File: src/rtl/riscv_pkg.sv
// Shared integer-core constants: data width, register address width and the zero register.
package riscv_pkg;

  localparam int XLEN       = 64;
  localparam int REG_ADDR_W = 5;

  typedef logic [REG_ADDR_W-1:0] reg_addr_t;

  localparam reg_addr_t ZERO_REG = 5'd0;

endpackage

File: src/rtl/reg_pending_scoreboard.sv
// Per-register in-flight load counters and the decode stall they imply.
// A source is not a hazard when its last outstanding load is being bypassed from WB this cycle.
module reg_pending_scoreboard
  import riscv_pkg::*;
#(
  parameter int NREGS  = 32,
  parameter bit BYPASS = 1'b1
) (
  input  logic                  clk,
  input  logic                  rst,
  input  logic                  i_reg_write_en_w,
  input  logic [REG_ADDR_W-1:0] i_rd_w,
  input  logic                  i_load_retire_w,
  input  logic [REG_ADDR_W-1:0] i_rs1_d,
  input  logic [REG_ADDR_W-1:0] i_rs2_d,
  input  logic                  i_rs1_used_d,
  input  logic                  i_rs2_used_d,
  input  logic                  i_issue_load_d,
  input  logic [REG_ADDR_W-1:0] i_issue_rd_d,
  input  logic                  i_kill_load_e,
  input  logic [REG_ADDR_W-1:0] i_kill_rd_e,
  output logic                  o_stall_d
);

  logic [NREGS-1:0][1:0] w_pend;
  logic [NREGS-1:0]      w_over;
  logic [NREGS-1:0]      w_under;

  assign w_pend[0]  = 2'd0;
  assign w_over[0]  = 1'b0;
  assign w_under[0] = 1'b0;

  for (genvar r = 1; r < NREGS; r++) begin : g_cnt
    logic              w_inc;
    logic              w_dec_w;
    logic              w_dec_k;
    logic signed [3:0] w_sum;
    logic [1:0]        r_cnt;

    assign w_inc   = i_issue_load_d && (i_issue_rd_d == REG_ADDR_W'(r));
    assign w_dec_w = i_load_retire_w && i_reg_write_en_w && (i_rd_w == REG_ADDR_W'(r));
    assign w_dec_k = i_kill_load_e && (i_kill_rd_e == REG_ADDR_W'(r));
    // Net of all same-cycle events; range is -2..+4 so 4 signed bits suffice.
    assign w_sum   = 4'(r_cnt) + 4'(w_inc) - 4'(w_dec_w) - 4'(w_dec_k);

    assign w_over[r]  = (w_sum > 4'sd3);
    assign w_under[r] = (w_sum < 4'sd0);

    always_ff @(posedge clk or negedge rst) begin
      if (!rst)             r_cnt <= 2'd0;
      else if (w_over[r])   r_cnt <= 2'd3;
      else if (w_under[r])  r_cnt <= 2'd0;
      else                  r_cnt <= w_sum[1:0];
    end

    assign w_pend[r] = r_cnt;
  end

  // Saturation only hides a pipeline-control bug, so flag it loudly.
  always_ff @(posedge clk) begin
    if (rst) begin
      assert (w_over == '0);
      assert (w_under == '0);
    end
  end

  logic w_cov1, w_cov2, w_haz1, w_haz2;

  assign w_cov1 = BYPASS && (w_pend[i_rs1_d] == 2'd1) && i_load_retire_w &&
                  i_reg_write_en_w && (i_rd_w == i_rs1_d);
  assign w_cov2 = BYPASS && (w_pend[i_rs2_d] == 2'd1) && i_load_retire_w &&
                  i_reg_write_en_w && (i_rd_w == i_rs2_d);

  assign w_haz1 = i_rs1_used_d && (i_rs1_d != ZERO_REG) && (w_pend[i_rs1_d] != 2'd0) && !w_cov1;
  assign w_haz2 = i_rs2_used_d && (i_rs2_d != ZERO_REG) && (w_pend[i_rs2_d] != 2'd0) && !w_cov2;

  assign o_stall_d = w_haz1 || w_haz2;

endmodule

File: src/rtl/register_file_bypass.sv
// Integer register file with WB write-through bypass to the two decode read ports,
// x0 hardwired to zero, and a load-pending scoreboard driving StallD.
module register_file_bypass
  import riscv_pkg::*;
#(
  parameter int XLEN   = riscv_pkg::XLEN,
  parameter int NREGS  = 32,
  parameter bit BYPASS = 1'b1
) (
  input  logic                  clk,
  input  logic                  rst,
  input  logic                  RegWriteEnW,
  input  logic [REG_ADDR_W-1:0] RdW,
  input  logic [XLEN-1:0]       ResultW,
  input  logic                  LoadRetireW,
  input  logic [REG_ADDR_W-1:0] Rs1D,
  input  logic [REG_ADDR_W-1:0] Rs2D,
  input  logic                  Rs1UsedD,
  input  logic                  Rs2UsedD,
  input  logic                  IssueLoadD,
  input  logic [REG_ADDR_W-1:0] IssueRdD,
  input  logic                  KillLoadE,
  input  logic [REG_ADDR_W-1:0] KillRdE,
  output logic [XLEN-1:0]       RD1D,
  output logic [XLEN-1:0]       RD2D,
  output logic                  StallD
);

  logic [XLEN-1:0] r_regs [NREGS];
  logic            w_wr_en;
  logic            w_byp1;
  logic            w_byp2;

  assign w_wr_en = RegWriteEnW && (RdW != ZERO_REG);

  always_ff @(posedge clk or negedge rst) begin
    if (!rst) begin
      for (int i = 0; i < NREGS; i++) r_regs[i] <= '0;
    end else if (w_wr_en) begin
      r_regs[RdW] <= ResultW;
    end
  end

  assign w_byp1 = BYPASS && w_wr_en && (RdW == Rs1D);
  assign w_byp2 = BYPASS && w_wr_en && (RdW == Rs2D);

  assign RD1D = (Rs1D == ZERO_REG) ? '0 : (w_byp1 ? ResultW : r_regs[Rs1D]);
  assign RD2D = (Rs2D == ZERO_REG) ? '0 : (w_byp2 ? ResultW : r_regs[Rs2D]);

  reg_pending_scoreboard #(
    .NREGS  (NREGS),
    .BYPASS (BYPASS)
  ) u_scoreboard (
    .clk              (clk),
    .rst              (rst),
    .i_reg_write_en_w (RegWriteEnW),
    .i_rd_w           (RdW),
    .i_load_retire_w  (LoadRetireW),
    .i_rs1_d          (Rs1D),
    .i_rs2_d          (Rs2D),
    .i_rs1_used_d     (Rs1UsedD),
    .i_rs2_used_d     (Rs2UsedD),
    .i_issue_load_d   (IssueLoadD),
    .i_issue_rd_d     (IssueRdD),
    .i_kill_load_e    (KillLoadE),
    .i_kill_rd_e      (KillRdE),
    .o_stall_d        (StallD)
  );

endmodule
File: config.mk
export PLATFORM = sky130hd
export DESIGN_NAME = register_file_bypass
export DESIGN_NICKNAME = d
export VERILOG_FILES = /design/src/rtl/riscv_pkg.sv /design/src/rtl/reg_pending_scoreboard.sv /design/src/rtl/register_file_bypass.sv
export SDC_FILE = /design/constraint.sdc
export NUM_CORES = 2
export LEC_CHECK = 0
export BUFFER_PORTS_ARGS = -buffer_cell sky130_fd_sc_hd__buf_2
export CELL_PAD_IN_SITES_DETAIL_PLACEMENT = 1
export CELL_PAD_IN_SITES_GLOBAL_PLACEMENT = 2
export CORE_MARGIN = 2
export CORE_UTILIZATION = 51
export CTS_CLUSTER_SIZE = 30
export DETAILED_ROUTE_END_ITERATION = 6
export GPL_TIMING_DRIVEN = 0
export PLACE_DENSITY_LB_ADDON = 0.1
export SKIP_LAST_GASP = 1
export SLEW_MARGIN = 20
export SYNTH_ARGS = -nofsm -noshare
export SYNTH_HDL_FRONTEND = slang
export SYNTH_SLANG_ARGS = --single-unit
File: constraint.sdc
create_clock -name clk -period 7.72 [get_ports clk]
set_input_delay 0.772 -clock clk [delete_from_list [all_inputs] [get_ports clk]]
set_output_delay 0.772 -clock clk [all_outputs]
set_load 0.01 [all_outputs]
==> results.md <==
- GRT Overall Usage: 40.8%
- Sequential Power Share: 43.9%
- Filler instances: 20500
- Vias per cell: 7.06
- Psw: 10.3 mW
- Pwr Total: 34.2 mW
- Distinct cells, synth: 52
- Worst-margin pin slew: 1.34 ns
- Cts bufs inserted: 230
- Predominant post-synthesis flop cell: dfrtp_1
- Die area: 0.229 sq mm
- Syn nets: 7681
- Worst-Skew Late Latency: 0.91 ns
- Synth async-reset ratio: 100%
- Setup repair after global routing missed its margin: no
- Drt pass-1 iters: 6
- Seq cells post-synth: 2110
- Root Buffer: clkbuf_16
- Pwr/cell area: 264 mW/mm^2
- Skew final: 0.0188 ns
- Max-cap violations: 0
- Max VDD drop: 264 uV
- Drt initial violations: 8838
- Fin. Hold Viols: 0
- Switching Share: 30.0%
- First-pass GRT wire length: 650000 um
- Ports: 226
- Postcts setup bufs: 0
- Die span in x: 479 um
- Final slew viol count: 0
- Hold Path Class: in2reg
- Final Cycle Share: 81.7%
- Worst r2r src: u_scoreboard.g_cnt[10].r_cnt[0]
- Htree depth: 4
- Worst Path Buf+Inv: 5
- Worst EP arrival: 5.53 ns
- R2R setup slack: 5.81 ns
- R2R cell count: 6
- Grt total ovfl: 0
- WL/cell: 41.6 um
- Setup_tns: 0 ns
- CTS sink count: 2110
- Crit path cell chain: buf_2, buf_2, clkbuf_1, clkbuf_1, mux4_2, o22ai_1, nor3_1, a22o_1, buf_2
- CTS tree: yes
- Initial antenna violation count: 52
- Reg2Reg Capture Point: u_scoreboard.g_cnt[10].r_cnt[0]
- Family with the most delay on the worst path: buffers and inverters
- Status: completed
- Final core utilization: 57.7%
- Residual DRC count: 0
- GPL Wtd Cong: 0.902
- # placed instances: 10700
- Clk slew on worst S/H paths: 0.07 ns
- EDFF count, synth: 0
- Setup ws final: 1.41 ns
- Post-synthesis instance total: 7429
- Starting Density: 51.2%
- Power share of the combinational group: 22.3%
- # port buffers: 214
- Slew HR: 10.7%
- Critical Path End Type: primary output
- Fmax: 159 MHz
- Pre-CTS WS: 1.72 ns
- Area grow syn2layout: 12.8%
- Die height: 479 um
- WS Path Type: in2out
- Synth Cell Area: 0.115 sq mm
- DP HPWL: 336000 um
- Syn Area/Cell: 15.5 sq um
- Largest net degree at the start of global routing: 139
- Max incr delay on CP: 0.98 ns
- Vias: 78900
- Int Power: 23.9 mW
- Routed WL: 464000 um
- YS warnings: 0
- Layout cells sized above 1: 29.9%
- Seq/Total Area, Yosys: 45.9%
- Placed Area: 0.122 sq mm
- Detail Route Antenna Nets: 0
- Hold Path Depth: 2
- Final instance area: 0.130 sq mm
- Worst hold endpoint: r_regs[1089]
- Post-layout nets: 8202
- Max Root-Sink Buffers: 3
- Cell mode on critical path: buf_2
- Setup Viol. Count Final: 0
- FP Rows: 174
- Min-delay src: ResultW[1]
- Resized cells post-CTS: 0
- CP Launch Type: primary input
- Finished Layout Cells: 11200
- CP max FO: 11
- Vias in the first global route: 82900
- Clock Power Share: 33.7%
- LEAKAGE: 57.5 nW
- Hold slack: 0.168 ns
- Worst EP required: 6.95 ns
- Fin crit period: 6.31 ns
- Slowest CP cell: clkbuf_1
- Core box area: 0.224 sq mm
[worst reg2reg max path, stage by stage, from the launching register on]
cell and delay [ns]:
dfrtp_1 0.42, ha_1 0.30, inv_1 0.05, fa_1 0.49, ha_1 0.24, xnor2_1 0.20
a22oi_1 0.09
[worst max-delay path by stage]
stage / to / slack (ns) / cells after the start / start
2_1_floorplan: RD2D[10] / 4.08 / 7 / Rs2D[1]
3_3_place_gp: r_regs[1811] / -42.15 / 1 / rst
3_5_place_dp: RD1D[6] / 1.72 / 9 / Rs1D[1]
4_1_cts: RD1D[6] / 1.68 / 9 / Rs1D[1]
5_1_grt: RD1D[5] / 1.58 / 9 / Rs1D[1]
6_report: RD1D[12] / 1.41 / 9 / Rs1D[1]
[Yosys cell counts, types with 3 or more instances]
master / count / area [sq um]
o21ai_0: 4 / 20.0
o311ai_0: 3 / 26.3
a31oi_1: 3 / 18.8
or3_1: 4 / 25.0
buf_1: 35 / 131
or3b_1: 3 / 26.3
nand3b_1: 7 / 52.6
xnor2_1: 30 / 263
mux2_1: 1821 / 20500
a21oi_1: 66 / 330
buf_4: 5 / 37.5
inv_1: 165 / 619
nand2_1: 31 / 116
nor4_1: 4 / 25.0
clkbuf_1: 516 / 1940
nor2b_1: 133 / 832
a211oi_1: 66 / 495
dfrtp_1: 2110 / 52800
nand3_1: 14 / 70.1
mux4_2: 1178 / 26500
o22ai_1: 128 / 801
a21o_1: 7 / 52.6
a221o_1: 64 / 641
mux2_2: 165 / 1860
buf_2: 257 / 1290
buf_6: 16 / 180
nand2b_1: 10 / 62.6
ha_1: 93 / 1160
mux2i_1: 76 / 761
fa_1: 62 / 1240
a221oi_1: 7 / 61.3
xor2_1: 5 / 43.8
a22oi_1: 26 / 195
a22o_1: 64 / 561
nor2_1: 142 / 533
nor3_1: 82 / 410
nand4_1: 8 / 50.1
[logic make-up after synthesis]
family                   after synthesis  synth area share [%]
XOR/XNOR                              35                 0.267
adder cells (fa/ha/maj)              155                  2.09
flip-flops                          2110                  45.9
multiplexers                        3240                  43.2
AND/OR/NAND/NOR                      448                  1.99
AO/OA/AOI/OAI                        446                  2.85
buffers and inverters                995                  3.65
[state kept, by name, summed over array words and instances (netlist names)]
name,flops
r_regs,2048
u_scoreboard.g_cnt.r_cnt,62
[power groups by stage]
stage / combinational [mW] / clock [mW] / sequential [mW]
floorplan: 5.22 / 0 / 14.4
global placement: 7.18 / 0 / 14.9
detailed placement: 7.53 / 0 / 15.1
CTS: 7.59 / 11.6 / 14.9
global route: 8.09 / 12.0 / 15.3
finish: 7.64 / 11.5 / 15.0
[final cells by class]
| cell class | count | area [sq um] | share of cell area, % |
|---|---|---|---|
| inverter | 166 | 623 | 0.481 |
| sequential | 2110 | 52800 | 40.7 |
| tap | 2992 | 3740 | 2.89 |
| clock buffer | 354 | 6920 | 5.34 |
| multi-input combinational | 4324 | 58100 | 44.8 |
| timing repair buffer | 289 | 2790 | 2.15 |
| buffer | 829 | 3740 | 2.89 |
| clock inverter | 73 | 815 | 0.628 |
| antenna | 38 | 95.1 | 0.0734 |
[routing by layer]
metal  part of all wire [%]  GRT usage [%]
met3                     10           12.6
met5                  0.047              0
met2                     45           60.4
met4                    7.0           25.4
met1                     38           52.8
[what timing repair did]
| item | in CTS | in global routing |
|---|---|---|
| endpoints found under the setup margin | 0 | 0 |
| hold buffers | 1 | 0 |
| endpoints found under the hold margin | 81 | 0 |
[cell usage in the layout (no fill, tap or decap), types with 57 or more instances in the layout]
master / count
dfrtp_1: 2110
mux2_1: 1821
mux4_2: 1178
buf_2: 489
clkbuf_1: 466
clkbuf_16: 236
inv_1: 165
mux2_2: 165
nor2b_1: 133
o22ai_1: 128
nor2_1: 116
clkbuf_2: 109
ha_1: 93
nor3_1: 82
mux2i_1: 76
a211oi_1: 66
a21oi_1: 66
a22o_1: 64
a221o_1: 64
fa_1: 62
clkbuf_8: 57
No activity file was read; power rests on OpenSTA's default activity.
